--- src/rtl/servo_ramp_multi.sv ---
// servo_ramp_multi
//   Multi-channel servo PWM generator with per-frame position ramping.
//   Each channel keeps a position index. The index moves by at most one unit per PWM frame,
//   either by manual up/down control or by seeking a host-loaded target. The index is
//   converted to a pulse width, and each channel drives a registered, glitch-free PWM output.
//   A 16-bit status word for a selectable channel feeds the display/readback path.
//
// Ports
//   mclk          system clock
//   rst           synchronous reset, active high
//   tick_en       frame-time tick enable; the frame counter advances only when high
//   dir[NUM_CH]   manual mode direction (1 = up, 0 = down)
//   freeze[NUM_CH] hold position; overrides both modes
//   mode[NUM_CH]  0 = manual ramp, 1 = seek target
//   tgt_valid / tgt_ready / tgt_ch / tgt_pos   target load handshake
//   sel           status channel select
//   pwm_out       servo pulse outputs
//   pos_flat      current positions, ch0 in the LSBs
//   at_limit      position is 0 or POS_MAX
//   frame_strobe  one-cycle pulse after each frame wrap
//   status_out    {01,00,p[7:4],00,p[3:0],d,f} for channel sel, updated at frame wrap
module servo_ramp_multi #(
  parameter int NUM_CH    = 4,
  parameter int FRAME     = 20000,
  parameter int CNT_W     = 15,
  parameter int POS_W     = 8,
  parameter int POS_MAX   = 250,
  parameter int PULSE_MIN = 1000,
  parameter int STEP      = 4,
  localparam int SEL_W    = (NUM_CH > 1) ? $clog2(NUM_CH) : 1
) (
  input  logic                    mclk,
  input  logic                    rst,
  input  logic                    tick_en,
  input  logic [NUM_CH-1:0]       dir,
  input  logic [NUM_CH-1:0]       freeze,
  input  logic [NUM_CH-1:0]       mode,
  input  logic                    tgt_valid,
  output logic                    tgt_ready,
  input  logic [SEL_W-1:0]        tgt_ch,
  input  logic [POS_W-1:0]        tgt_pos,
  input  logic [SEL_W-1:0]        sel,
  output logic [NUM_CH-1:0]       pwm_out,
  output logic [NUM_CH*POS_W-1:0] pos_flat,
  output logic [NUM_CH-1:0]       at_limit,
  output logic                    frame_strobe,
  output logic [15:0]             status_out
);

  localparam int WID_W = $clog2(PULSE_MIN + POS_MAX * STEP + 1);
  localparam int CMP_W = (WID_W > CNT_W) ? WID_W : CNT_W;
  localparam logic [POS_W-1:0] POS_MAX_V = POS_W'(POS_MAX);
  localparam logic [POS_W-1:0] POS_ONE   = POS_W'(1);

  logic [CNT_W-1:0] cnt_q, cnt_d;
  logic             strobe_q;
  logic [15:0]      status_q;
  logic             wrap;
  logic             load;
  logic [POS_W-1:0] tgt_clamped;

  // Next-cycle position and current target of every channel, used by the status mux.
  logic [NUM_CH-1:0][POS_W-1:0] pos_nxt_all;
  logic [NUM_CH-1:0][POS_W-1:0] tgt_all;

  assign wrap        = tick_en && (cnt_q == CNT_W'(FRAME - 1));
  assign tgt_ready   = !rst;
  assign load        = tgt_valid && tgt_ready;
  assign tgt_clamped = (tgt_pos > POS_MAX_V) ? POS_MAX_V : tgt_pos;

  always_comb begin
    cnt_d = cnt_q;
    if (tick_en) begin
      cnt_d = wrap ? '0 : cnt_q + CNT_W'(1);
    end
  end

  for (genvar gi = 0; gi < NUM_CH; gi++) begin : g_ch
    logic [POS_W-1:0] pos_q, pos_d;
    logic [POS_W-1:0] tgt_q, tgt_d;
    logic [WID_W-1:0] width_q, width_d;
    logic             pwm_q;

    // Saturating one-unit step per frame; freeze wins over either mode.
    always_comb begin
      pos_d = pos_q;
      if (wrap && !freeze[gi]) begin
        if (!mode[gi]) begin
          if (dir[gi] && (pos_q < POS_MAX_V)) begin
            pos_d = pos_q + POS_ONE;
          end else if (!dir[gi] && (pos_q != '0)) begin
            pos_d = pos_q - POS_ONE;
          end
        end else begin
          if (tgt_q > pos_q) begin
            pos_d = pos_q + POS_ONE;
          end else if (tgt_q < pos_q) begin
            pos_d = pos_q - POS_ONE;
          end
        end
      end
    end

    // A load on the wrap cycle lands after the step, so that frame still seeks the old target.
    always_comb begin
      tgt_d = tgt_q;
      if (load && (int'(tgt_ch) == gi)) begin
        tgt_d = tgt_clamped;
      end
    end

    // Width only changes at the frame boundary, so a pulse is never cut or stretched mid-frame.
    always_comb begin
      width_d = width_q;
      if (wrap) begin
        width_d = WID_W'(PULSE_MIN) + WID_W'(pos_d) * WID_W'(STEP);
      end
    end

    always_ff @(posedge mclk) begin
      if (rst) begin
        pos_q   <= '0;
        tgt_q   <= '0;
        width_q <= WID_W'(PULSE_MIN);
        pwm_q   <= 1'b0;
      end else begin
        pos_q   <= pos_d;
        tgt_q   <= tgt_d;
        width_q <= width_d;
        // Compare against next-state values so the pulse starts on the cycle after the wrap.
        if (tick_en) begin
          pwm_q <= (CMP_W'(cnt_d) < CMP_W'(width_d));
        end
      end
    end

    assign pos_nxt_all[gi]              = pos_d;
    assign tgt_all[gi]                  = tgt_q;
    assign pos_flat[gi*POS_W +: POS_W]  = pos_q;
    assign at_limit[gi]                 = (pos_q == '0) || (pos_q == POS_MAX_V);
    assign pwm_out[gi]                  = pwm_q;
  end

  // Status fields for the selected channel. In target mode, d reports whether the channel
  // still has to climb after this frame's step.
  logic [7:0] st_p;
  logic       st_d;
  logic       st_f;

  always_comb begin
    st_p = '0;
    st_d = 1'b0;
    st_f = 1'b0;
    if (int'(sel) < NUM_CH) begin
      st_p = 8'(pos_nxt_all[sel]);
      st_d = mode[sel] ? (tgt_all[sel] > pos_nxt_all[sel]) : dir[sel];
      st_f = freeze[sel];
    end
  end

  always_ff @(posedge mclk) begin
    if (rst) begin
      cnt_q    <= '0;
      strobe_q <= 1'b0;
      status_q <= 16'h4000;
    end else begin
      cnt_q    <= cnt_d;
      strobe_q <= wrap;
      if (wrap) begin
        status_q <= {2'b01, 2'b00, st_p[7:4], 2'b00, st_p[3:0], st_d, st_f};
      end
    end
  end

  assign frame_strobe = strobe_q;
  assign status_out   = status_q;

endmodule
--- config.mk ---
export PLATFORM = sky130hd
export DESIGN_NAME = servo_ramp_multi
export DESIGN_NICKNAME = d
export VERILOG_FILES = /design/src/rtl/servo_ramp_multi.sv
export SDC_FILE = /design/constraint.sdc
export NUM_CORES = 1
export LEC_CHECK = 0
export CAP_MARGIN = 20
export CORE_MARGIN = 2
export CORE_UTILIZATION = 45
export CTS_CLUSTER_SIZE = 16
export DETAILED_ROUTE_END_ITERATION = 6
export DONT_BUFFER_PORTS = 1
export PLACE_DENSITY_LB_ADDON = 0.3
export SLEW_MARGIN = 25
export SYNTH_ARGS = -nofsm -noshare
export SYNTH_HDL_FRONTEND = slang
export SYNTH_SLANG_ARGS = --single-unit
--- constraint.sdc ---
create_clock -name mclk -period 5.5 [get_ports mclk]
set_input_delay 0.55 -clock mclk [delete_from_list [all_inputs] [get_ports mclk]]
set_output_delay 0.55 -clock mclk [all_outputs]
set_load 0.02 [all_outputs]
**Word-level counts from Yosys, hierarchy flattened**

Cells that the tools add are included.

- Flip-flop bits (word level): 138
- Bits in latches: 0
- RAM bits: 0
- Bits in read-only memories: 0
- Bits of input ports: 28
- Output and inout port bits: 58
- Memories kept: 0

- Add/sub/neg operators: 13
- $mul: 0
- Div/mod/pow operators: 0
- Order comparisons: 19
- Equal/unequal tests: 8
- Shifts and indexed selects: 0
- Mux-type cells: 42
- Bitwise logic cells: 0
- Reductions and logical operators: 40

Operators by type and width:

| operator | number |
|---|---|
| 2-to-1 mux 8 bit | 27 |
| < comparator 15 x 11 -> 1 bit | 4 |
| adder 10 x 10 -> 11 bit, first input constant | 4 |
| 2-to-1 mux 11 bit | 4 |
| > comparator 8 bit | 5 |
| adder 8 x 1 -> 8 bit, second input constant | 4 |
| binary-select mux 8 bit (select 2 bit) | 2 |
| equality test 8 bit, second input constant | 4 |
| logical NOT 8 bit | 4 |
| < comparator 8 bit | 4 |
| < comparator 8 bit, second input constant | 4 |
| nonzero test 8 bit | 4 |
| subtractor 8 x 1 -> 8 bit, second input constant | 4 |
| 2-to-1 mux 15 bit | 2 |
| logical AND 1 bit | 18 |
| adder 15 x 1 -> 15 bit, second input constant | 1 |
| equality test 15 bit, second input constant | 1 |
| logical NOT 1 bit | 9 |
| > comparator 8 bit, second input constant | 1 |
| binary-select mux 1 bit (select 2 bit) | 3 |
| equality test 2 bit, second input constant | 2 |
| logical OR 1 bit | 4 |
| 2-to-1 mux 1 bit | 4 |
| < comparator 2 x 3 -> 1 bit, second input constant | 1 |
| 2 further kinds | 2 |

**Depth between registers and ports, before layout**

Gate-level depths: netlist of the first run.

- Depth in word-level cells: 10
- Mapped depth: 23

**Worst setup path before layout of the first run**

OpenSTA, ideal clock, no wires.

- Path type: register -> register
- Start point: register g_ch[0].pos_q[2]
- End point: register g_ch[0].pwm_q
- Setup time: 117 ps
- Data arrival time: 4204 ps
- Required time: 5383 ps
- Path slack: 1178 ps
- Cell stages (with the launch flop): 20
- Clock period less this slack: 4322 ps
- Cells stage by stage: dfxtp_1 > clkbuf_1 > inv_1 > ha_1 > nand4_1 > or2_2 > a2111oi_0 > nor3_1 > o21ai_0 > inv_1 > ha_1 > nand3b_1 > xor2_1 > mux2i_1 > ha_1 > and3_1 > nand3_1 > o21ai_0 > nand4_1 > a32o_1

- Longest elaborated chain between the ends: 9
- Elaborated cells between the ends (all ways): 17
- Those cells by class: add/sub: 3; order compare: 4; mux: 7; reduce/logical: 3

Ends and longest elaborated chain:

| element | RTL line | text |
|---|---|---|
| start, declared | 79 | `logic [POS_W-1:0] pos_q, pos_d;` |
| start signal, assigned | 127 | `pos_q <= pos_d;` |
| branches (longest 5 deep; another with subtractor 8 x 1 -> 8 bit) | n/a |  |
| 2-to-1 mux 8 bit * | 87 | `if (wrap && !freeze[gi]) begin` |
| via g_ch[0].pos_d[2] | 79 |  |
| adder 10 x 10 -> 11 bit * | 116 | `width_d = WID_W'(PULSE_MIN) + WID_W'(pos_d) * WID_W'(STEP);` |
| 2-to-1 mux 11 bit * | 115 | `if (wrap) begin` |
| < comparator 15 x 11 -> 1 bit * | 132 | `pwm_q <= (CMP_W'(cnt_d) < CMP_W'(width_d));` |
| end signal, assigned | 132 |  |
| end, declared | 82 | `logic pwm_q;` |

Mark *: on every way through the listed nets, which the timed path passes.
A chain may end at the register's enable or synchronous reset.

**Worst setup path after layout of the first run**

- Start point: register g_ch[1].pos_q[2]
- End point: register g_ch[1].pwm_q

- Longest elaborated chain between the ends: 9
- Elaborated cells between the ends (all ways): 17
- Those cells by class: add/sub: 3; order compare: 4; mux: 7; reduce/logical: 3

Ends and longest elaborated chain:

| element | RTL line | text |
|---|---|---|
| start, declared | 79 |  |
| start signal, assigned | 127 |  |
| branches (longest 4 deep; another with < comparator 8 bit) | n/a |  |
| 2-to-1 mux 8 bit * | 88 | `if (!mode[gi]) begin` |
| 2-to-1 mux 8 bit * | 87 |  |
| via g_ch[1].pos_d[1] | 79 |  |
| adder 10 x 10 -> 11 bit * | 116 |  |
| 2-to-1 mux 11 bit * | 115 |  |
| < comparator 15 x 11 -> 1 bit * | 132 |  |
| end signal, assigned | 132 |  |
| end, declared | 82 |  |

Marked as above.

==> summary.md, run 1 <==
| Metric | Value |
|---|---|
| Max Fclk | `0.2046 GHz` |
| Clock sinks | `138` |
| Placed Cells | `1,624` |
| CP Class | `reg2reg` |
| First-pass DRT Iterations | `5` |
| Final ANT Viol Nets | `0` |
| Layout overhead on the synthesized area | `8.205%` |
| Post-CTS setup buffer count | `0` |
| Slew headroom | `26.69%` |
| Final setup viols | `0` |
| Die height | `157.2 um` |
| Tightest Pin Transition | `1.091 ns` |
| Yosys cell types | `79` |
| Crit path time final | `4.888 ns` |
| Worst-path fanout max | `12` |
| Avg Cell Area, Syn | `7.793 um^2` |
| Layout Cells excl Fill | `1,656` |
| Leak Pwr | `4.507 nW` |
| # port buffers | `0` |
| Fillers | `2,318` |
| Top Ports | `86` |
| Core box area | `23,260 um^2` |
| DIE AREA | `24,730 um^2` |
| EDFF count, synth | `0` |
| Period utilization | `88.88%` |
| Status | `finished, final reports clean` |
| Total Nets Final | `1,450` |
| Worst Path Required | `5.81 ns` |
| Final setup TNS | `0 ns` |
| RSZ-0062 raised after global routing | `no` |
| Largest net degree at the start of global routing | `99` |
| Pwr dens | `206.4 nW/um^2` |
| CTS H-tree lvls | `4` |
| Syn Std Cell Area | `10,570 um^2` |
| DP HPWL | `25,870 um` |
| Sequential fraction of the synthesis area | `26.14%` |
| Top post-synthesis cells by area | `dfxtp_1, ha_1, nor2_1` |
| Clk buf depth | `2` |
| Post-Synthesis Cells | `1,356` |
| Initial drt markers | `1,085` |
| Ratio of cells with drive above 1 in the final layout | `6.956%` |
| Overflow after GRT | `0` |
| Post_cts resized | `0` |
| Die X | `157.2 um` |
| Worst Hold Class | `in2reg` |
| Hold buffers post-CTS | `0` |
| Yosys warnings | `0` |
| #FFs+latches synth | `138` |
| WL/cell | `20.88 um` |
| Worst Clk Skew | `0.01304 ns` |
| Clock Pin Slew Worst Setup and Hold Paths | `0.07 ns` |
| Most common cell after layout, fill and taps aside | `nor2_1` |
| TritonCTS clock tree | `done` |
| Clk_lat worst skew | `0.43 ns` |
| Post-synth ARST share | `0%` |
| Initial Util | `45.43%` |
| Peak VDD IR | `0.1320 mV` |
| Via density | `6.296` |
| Endpoints failing hold | `0` |
| DP Worst Slack | `0.6104 ns` |
| Main synth FF type | `dfxtp_1` |
| Row Count | `56` |
| Drt total wl | `34,570 um` |
| GRT Util Overall | `27.80%` |
| Post-route setup slack | `0.6116 ns` |
| Commonest non-fill, non-tap cells in the layout | `nor2_1, dfxtp_1, nand2_1` |
| Area leader, netlist | `dfxtp_1` |
| Crit. End Element | `flop` |
| Number of antenna violations at the first check in global routing | `2` |
| Synth top area share | `26.14%` |
| Clock root buffer | `clkbuf_16` |
| Total Power | `2.360 mW` |
| Arrival @ worst endpoint | `5.20 ns` |
| Max Cap Viol | `0` |
| Diode count | `0` |
| Final Max Tran Viols | `0` |
| DRC viols | `0` |
| Final GP Congestion | `0.9972` |
| Worst setup SP type | `flop` |
| First-pass GRT wire length | `53,650 um` |
| CTS Buf Count | `17` |
| DR vias | `10,430` |
| Vias in the first global route | `9,614` |
-- kinds of logic after synthesis --
logic type                 Yosys count  share of synthesized area [%]
muxes                               46                          5.932
adders and majority gates           98                          11.60
and+or+nand+nor                    531                          24.91
buffers and inverters              140                          5.328
DFF                                138                          26.14
other                                2                        0.07107
xor gates and xnor gates            47                          3.895
AOI/OAI and AO/OA                  354                          22.12
-- path summary, 6_finish.rpt --
check | startpoint | to | slack (ns) | cells past startpoint
hold / removal | rst | g_ch[0].pos_q[5] | 0.20 | 1
setup / recovery | g_ch[1].pos_q[2] | g_ch[1].pwm_q | 0.61 | 19
hold reg to reg | g_ch[2].width_q[1] | g_ch[2].width_q[1] | 0.44 | 2
setup reg to reg | g_ch[1].pos_q[2] | g_ch[1].pwm_q | 0.61 | 19
-- sequential cells by signal, indices dropped and copies added, names as in the netlist --
register and count:
g_ch.width_q 44, g_ch.pos_q 32, g_ch.tgt_q 32, cnt_q 15
status_out 10, g_ch.pwm_q 4, frame_strobe 1
-- stage by stage --
step                area [um^2]  util (%)  hold WS (ns)
floorplan                 10580         -        0.4219
global placement          10860     46.68        0.4313
detailed placement        10860     46.68        0.4373
CTS                       11430     49.14        0.1796
global route              11430     49.16        0.1801
finish                    11430     49.16        0.1962
-- critical path, stage by stage, from the launching register on --
cell and delay (ns):
dfxtp_1 0.66, clkinv_1 0.38, ha_1 0.40, nand4_1 0.14, nand2b_1 0.18, nand3_1 0.14
and3_1 0.30, o311ai_1 0.59, inv_1 0.11, ha_1 0.24, nor2b_1 0.16, nand2_1 0.09
xor2_1 0.22, a21oi_1 0.10, ha_1 0.31, and3_1 0.15, nand3_1 0.07, o21ai_0 0.16
nand4_1 0.11, a32o_1 0.27
-- synth_stat cells (35+ instances only) --
master	number
nor2_1	147
dfxtp_1	138
nand2_1	133
ha_1	98
a21oi_1	97
clkbuf_1	69
o21ai_0	69
inv_1	55
nand3_1	42
nor3_1	41
xnor2_1	35
-- per-layer routing --
metal / up-vias / routed length, um / part of all wire, % / global-route usage [%]
met5: - / 11 / 0.032 / 0
met3: 99 / 3301 / 9.5 / 6.195
met2: 514 / 15350 / 44 / 43.79
li1: 4915 / - / - / -
met4: 2 / 1374 / 4.0 / 11.56
met1: 4896 / 14540 / 42 / 36.72
-- report_power, final --
group	switching, mW	total (mW)	internal [mW]
clock	0.482	1.13	0.651
sequential	0.0133	1.02	1.01
combinational	0.127	0.205	0.0788
-- cell type report --
cell class                      instances  area [um^2]  area share [%]
Tap cell                              319        399.1           3.491
Sequential cell                       138         2763           24.16
Clock inverter                         12        116.4           1.018
Timing Repair Buffer                   27        215.2           1.882
Multi-Input combinational cell       1082         7267           63.55
Clock buffer                           20        456.7           3.994
Inverter                               58        217.7           1.904
Power figures use the tool's default switching activity.
==> inputs of run 2 (changes only) <==
CORE_MARGIN = default   (was 2)
CORE_UTILIZATION = 60   (was 45)
==> run 2 against run 1 <==
Net effect:
- maximum frequency decreased by 0.87%
- setup slack worse by 0.043 ns
- cell area about the same
- critical endpoint is now g_ch[0].pwm_q
- worst hold slack worse by 0.014 ns
- critical path type unchanged
- sequential power about the same
==> summary.md, run 2 (synthesized netlist as in run 1, its figures left out) <==
| Metric | Value |
|---|---|
| Post_cts resized | `0` |
| Row Count | `48` |
| Final GP Congestion | `1.016` |
| Layout Utilization | `66.30%` |
| Clk_lat worst skew | `0.43 ns` |
| Clock Pin Slew Worst Setup and Hold Paths | `0.07 ns` |
| Die X | `134.7 um` |
| Slew headroom | `32.23%` |
| Clock root buffer | `clkbuf_16` |
| TritonCTS clock tree | `done` |
| Tightest Pin Transition | `1.017 ns` |
| Total Power | `2.385 mW` |
| Max Fclk | `0.2028 GHz` |
| Most frequent CP cell | `ha_1` |
| Worst Path Required | `5.82 ns` |
| Final ANT Viol Nets | `0` |
| Hold buffers post-CTS | `0` |
| Overflow after GRT | `0` |
| Most common cell after layout, fill and taps aside | `nor2_1` |
| Final setup viols | `0` |
| Largest Register | `g_ch.width_q` |
| CTS H-tree lvls | `4` |
| Max Cap Viol | `0` |
| Largest registers | `g_ch.width_q: 44 flops, g_ch.pos_q: 32 flops, g_ch.tgt_q: 32 flops` |
| Leak Pwr | `4.582 nW` |
| Diode count | `0` |
| Worst-path fanout max | `13` |
| Worst setup SP type | `flop` |
| Endpoints failing hold | `0` |
| Worst Hold Class | `in2reg` |
| Switching share of power | `25.68%` |
| Comb pwr share | `8.5%` |
| Crit-path slowest cell | `a21oi_1` |
| # port buffers | `0` |
| Commonest non-fill, non-tap cells in the layout | `nor2_1, dfxtp_1, nand2_1` |
| CTS Buf Count | `17` |
| Via density | `6.758` |
| GRT Util Overall | `36.49%` |
| Worst path top cell family by delay | `compound AO/OA/AOI/OAI gates` |
| Initial Util | `61.31%` |
| Total Nets Final | `1,465` |
| Worst Clk Skew | `0.01256 ns` |
| Ratio of cells with drive above 1 in the final layout | `7.840%` |
| Period utilization | `89.66%` |
| DR vias | `10,660` |
| Number of antenna violations at the first check in global routing | `0` |
| P_sw | `0.6126 mW` |
| First-pass DRT Iterations | `5` |
| DP HPWL | `24,340 um` |
| Fillers | `1,490` |
| Drt total wl | `33,000 um` |
| WL/cell | `20.93 um` |
| Clk buf depth | `2` |
| Vias in the first global route | `9,712` |
| Int Pwr | `1.773 mW` |
| CP peak stage delay | `0.83 ns` |
| Reg power frac | `42.8%` |
| Clock sinks | `138` |
| Worst path cell trace | `inv_1, ha_1, nand4_1, a21oi_1, o22ai_1, a311o_1, o21ai_0, inv_1, ha_1, nand3b_1, xor2_1, mux2i_1, ha_1, and3_1, nand3_1, o21ai_0, nand4_1, a32o_1` |
| Final setup TNS | `0 ns` |
| Largest net degree at the start of global routing | `99` |
| Crit. End Element | `flop` |
| First-pass GRT wire length | `51,540 um` |
| DIE AREA | `18,150 um^2` |
| Pwr dens | `208.7 nW/um^2` |
| Post-CTS setup buffer count | `0` |
| CP Class | `reg2reg` |
| Top Ports | `86` |
| Status | `finished, final reports clean` |
| Final Max Tran Viols | `0` |
| Peak VDD IR | `0.2450 mV` |
| Layout overhead on the synthesized area | `8.134%` |
| Arrival @ worst endpoint | `5.25 ns` |
| WP buf/inv | `2` |
| Core box area | `17,240 um^2` |
| Clock power share | `48.7%` |
| Max FFs per register | `44` |
| RSZ-0062 raised after global routing | `no` |
| Crit path time final | `4.931 ns` |
| Initial drt markers | `1,074` |
| Die height | `134.7 um` |
| DRC viols | `0` |
-- run 2: changes by cell type in the layout (fill, tap and decap cells not counted), sizes merged --
cell	previous run	this run
clkinv	9	7
inv	58	59
buf	27	42
bufinv	1	2
-- run 2: per-stage QoR --
stage,worst slack (ns),cells,hold WS [ns],cell area [um^2]
floorplan,1.178,1360,0.4219,10580
global placement,0.8256,1545,0.4292,10840
global route,0.1530,1577,0.1781,11430
CTS,0.6718,1577,0.1829,11430
finish,0.5689,1577,0.1819,11430
detailed placement,0.6743,1545,0.4365,10840
-- run 2: metal layers --
metal / vias up / GRT usage, % / part of all wire [%]
li1: 4951 / - / -
met1: 5017 / 47.62 / 41
met3: 110 / 6.231 / 8.9
met2: 580 / 57.13 / 45
met5: - / 0 / 0
met4: 0 / 20.47 / 5.2
-- run 2: worst paths after layout --
check	start	slack (ns)	end	cells after the start
worst max-delay path	g_ch[0].pos_q[6]	0.57	g_ch[0].pwm_q	18
worst min-delay path	rst	0.18	g_ch[0].pos_q[4]	1
worst max register to register	g_ch[0].pos_q[6]	0.57	g_ch[0].pwm_q	18
worst min register to register	g_ch[3].width_q[1]	0.45	g_ch[3].width_q[1]	2
-- run 2: power by group through the flow --
stage	Sequential, mW	Clock [mW]	Combinational [mW]
final	1.02	1.16	0.203
after global routing	1.02	1.20	0.223
after CTS	1.02	1.16	0.198
after detailed placement	1.04	0	0.197
after global placement	1.04	0	0.196
after floorplan	1.03	0	0.189
-- run 2: area by class of cell --
cell class                      count  area, um^2  share of cell area, %
Multi-Input combinational cell   1082        7263                  63.56
Sequential cell                   138        2763                  24.18
Clock buffer                       20       446.7                  3.909
Timing Repair Buffer               42       315.3                  2.759
Tap cell                          225       281.5                  2.464
Inverter                           58       217.7                  1.905
Clock inverter                     12       140.1                  1.226
-- run 2: worst reg2reg max path, cell delays in order, from the launching register on --
cell and delay [ns]:
dfxtp_1 0.53, inv_1 0.21, ha_1 0.35, nand4_1 0.18, a21oi_1 0.83, o22ai_1 0.17, a311o_1 0.37, o21ai_0 0.23
inv_1 0.10, ha_1 0.26, nand3b_1 0.19, xor2_1 0.19, mux2i_1 0.11, ha_1 0.31, and3_1 0.15, nand3_1 0.07
o21ai_0 0.18, nand4_1 0.12, a32o_1 0.26
==> inputs of run 3 (changes only) <==
PLACE_DENSITY = 0.76   (was default)
PLACE_DENSITY_LB_ADDON = default   (was 0.3)
==> run 3 against run 2 <==
Net effect:
- clock-buffer cell count is 3 lower
- wire length hardly changed
- clock skew is 0.0038 ns lower
- power is 0.22% higher
- largest cell class unchanged
- highest routed layer unchanged
==> summary.md, run 3 (synthesized netlist as in run 1, its figures left out) <==
| Metric | Value |
|---|---|
| Worst Path Required | `5.83 ns` |
| Worst Clk Skew | `0.008726 ns` |
| Final Max Tran Viols | `0` |
| Most common cell after layout, fill and taps aside | `nor2_1` |
| Met3 WL | `2823 um` |
| Highest routed layer | `met4` |
| Largest Register | `g_ch.width_q` |
| Initial drt markers | `1,100` |
| Diode count | `0` |
| Peak VDD IR | `0.2315 mV` |
| Commonest non-fill, non-tap cells in the layout | `nor2_1, dfxtp_1, nand2_1` |
| Number of antenna violations at the first check in global routing | `0` |
| Largest registers | `g_ch.width_q: 44 flops, g_ch.pos_q: 32 flops, g_ch.tgt_q: 32 flops` |
| Seq. cell area | `2763 um^2` |
| # port buffers | `0` |
| Vias in the first global route | `9,602` |
| Final setup TNS | `0 ns` |
| Arrival @ worst endpoint | `5.18 ns` |
| First-pass GRT wire length | `51,810 um` |
| Multi-input gate area | `7272 um^2` |
| Worst Hold Class | `in2reg` |
| Crit path time final | `4.850 ns` |
| RSZ-0062 raised after global routing | `no` |
| Max Fclk | `0.2062 GHz` |
| Total Nets Final | `1,457` |
| Die X | `134.7 um` |
| Leak Pwr | `4.557 nW` |
| Clock sinks | `138` |
| Period utilization | `88.19%` |
| Tightest Pin Transition | `0.9092 ns` |
| Top Ports | `86` |
| Final ANT Viol Nets | `0` |
| Status | `finished, final reports clean` |
| Layout overhead on the synthesized area | `7.779%` |
| Core box area | `17,240 um^2` |
| DR vias | `10,420` |
| Fillers | `1,467` |
| Worst-path fanout max | `9` |
| DIE AREA | `18,150 um^2` |
| Post-CTS setup buffer count | `0` |
| Pwr dens | `209.9 nW/um^2` |
| CTS H-tree lvls | `4` |
| Ratio of cells with drive above 1 in the final layout | `7.589%` |
| Via density | `6.642` |
| WL/cell | `21.02 um` |
| Clock Pin Slew Worst Setup and Hold Paths | `0.07 ns` |
| TritonCTS clock tree | `done` |
| Max FFs per register | `44` |
| Slew headroom | `38.75%` |
| Final GP Congestion | `0.9906` |
| Clock root buffer | `clkbuf_16` |
| CTS Buf Count | `17` |
| Endpoints failing hold | `0` |
| Max Cap Viol | `0` |
| WL met2 | `14,810 um` |
| CP Class | `reg2reg` |
| First-pass DRT Iterations | `6` |
| Row Count | `48` |
| Overflow after GRT | `0` |
| FF-to-FF setup slack | `0.65 ns` |
| DRC viols | `0` |
| Initial Util | `61.31%` |
| Final setup viols | `0` |
| Die height | `134.7 um` |
| Clk_lat worst skew | `0.43 ns` |
| Crit. End Element | `flop` |
| Clk buf depth | `2` |
| Worst setup SP type | `flop` |
| Met1 wire length | `13,970 um` |
| Drt total wl | `32,970 um` |
| DP HPWL | `24,520 um` |
| Largest net degree at the start of global routing | `99` |
| Layout Utilization | `66.08%` |
| GRT Util Overall | `36.71%` |
run 3: repair_timing:
action                                 CTS  global route
resized for setup                        0             1
hold buffers                             0             0
setup endpoints to repair                0             1
endpoints found under the hold margin    0             0
run 3: final timing paths:
check / from / end / cells past startpoint
max: g_ch[0].pos_q[5] / g_ch[0].pwm_q / 19
min: rst / g_ch[0].pos_q[0] / 1
max reg2reg: g_ch[0].pos_q[5] / g_ch[0].pwm_q / 19
min reg2reg: g_ch[1].width_q[1] / g_ch[1].width_q[1] / 2
run 3: layout make-up:
type	count	area share [%]
clock buffers	17	3.735
clock inverters	15	1.538
inverters	58	1.911
multi-input cells	1082	63.85
flip-flops and latches	138	24.26
well taps	225	2.472
repair buffers	34	2.241
run 3: report_power, final:
group	switching, mW	total, mW	leakage (nW)	internal [mW]
combinational	0.126	0.205	3.15	0.0792
clock	0.516	1.16	0.295	0.649
sequential	0.0129	1.02	1.12	1.01
run 3: critical path: stages (launching register included):
cell and delay (ns):
dfxtp_1 0.58, inv_1 0.20, ha_1 0.34, nand4_1 0.21, or2_2 0.40, a2111oi_0 0.44
nor3_1 0.15, buf_4 0.18, o21ai_1 0.36, inv_1 0.09, ha_1 0.25, nand3b_1 0.18
xor2_1 0.18, mux2i_1 0.12, ha_1 0.31, and3_1 0.14, nand3_1 0.07, o21ai_0 0.16
nand4_1 0.11, a32o_1 0.26
run 3: stage by stage:
step	hold WS, ns	power [mW]	cell area, um^2	instances	worst slack [ns]
2_1_floorplan	0.4219	1.224	10580	1360	1.178
3_3_place_gp	0.4336	1.241	10780	1537	0.7474
3_5_place_dp	0.4410	1.242	10780	1537	0.5900
4_1_cts	0.1891	2.393	11380	1569	0.5459
5_1_grt	0.1838	2.462	11390	1569	0.2007
6_report	0.1868	2.391	11390	1569	0.6497
run 3: routing by layer:
| layer | vias to the layer above | global-route usage, % |
|---|---|---|
| li1 | 4929 | - |
| met1 | 4870 | 49.10 |
| met2 | 531 | 57.33 |
| met3 | 91 | 6.419 |
| met4 | 0 | 17.48 |
| met5 | - | 0 |
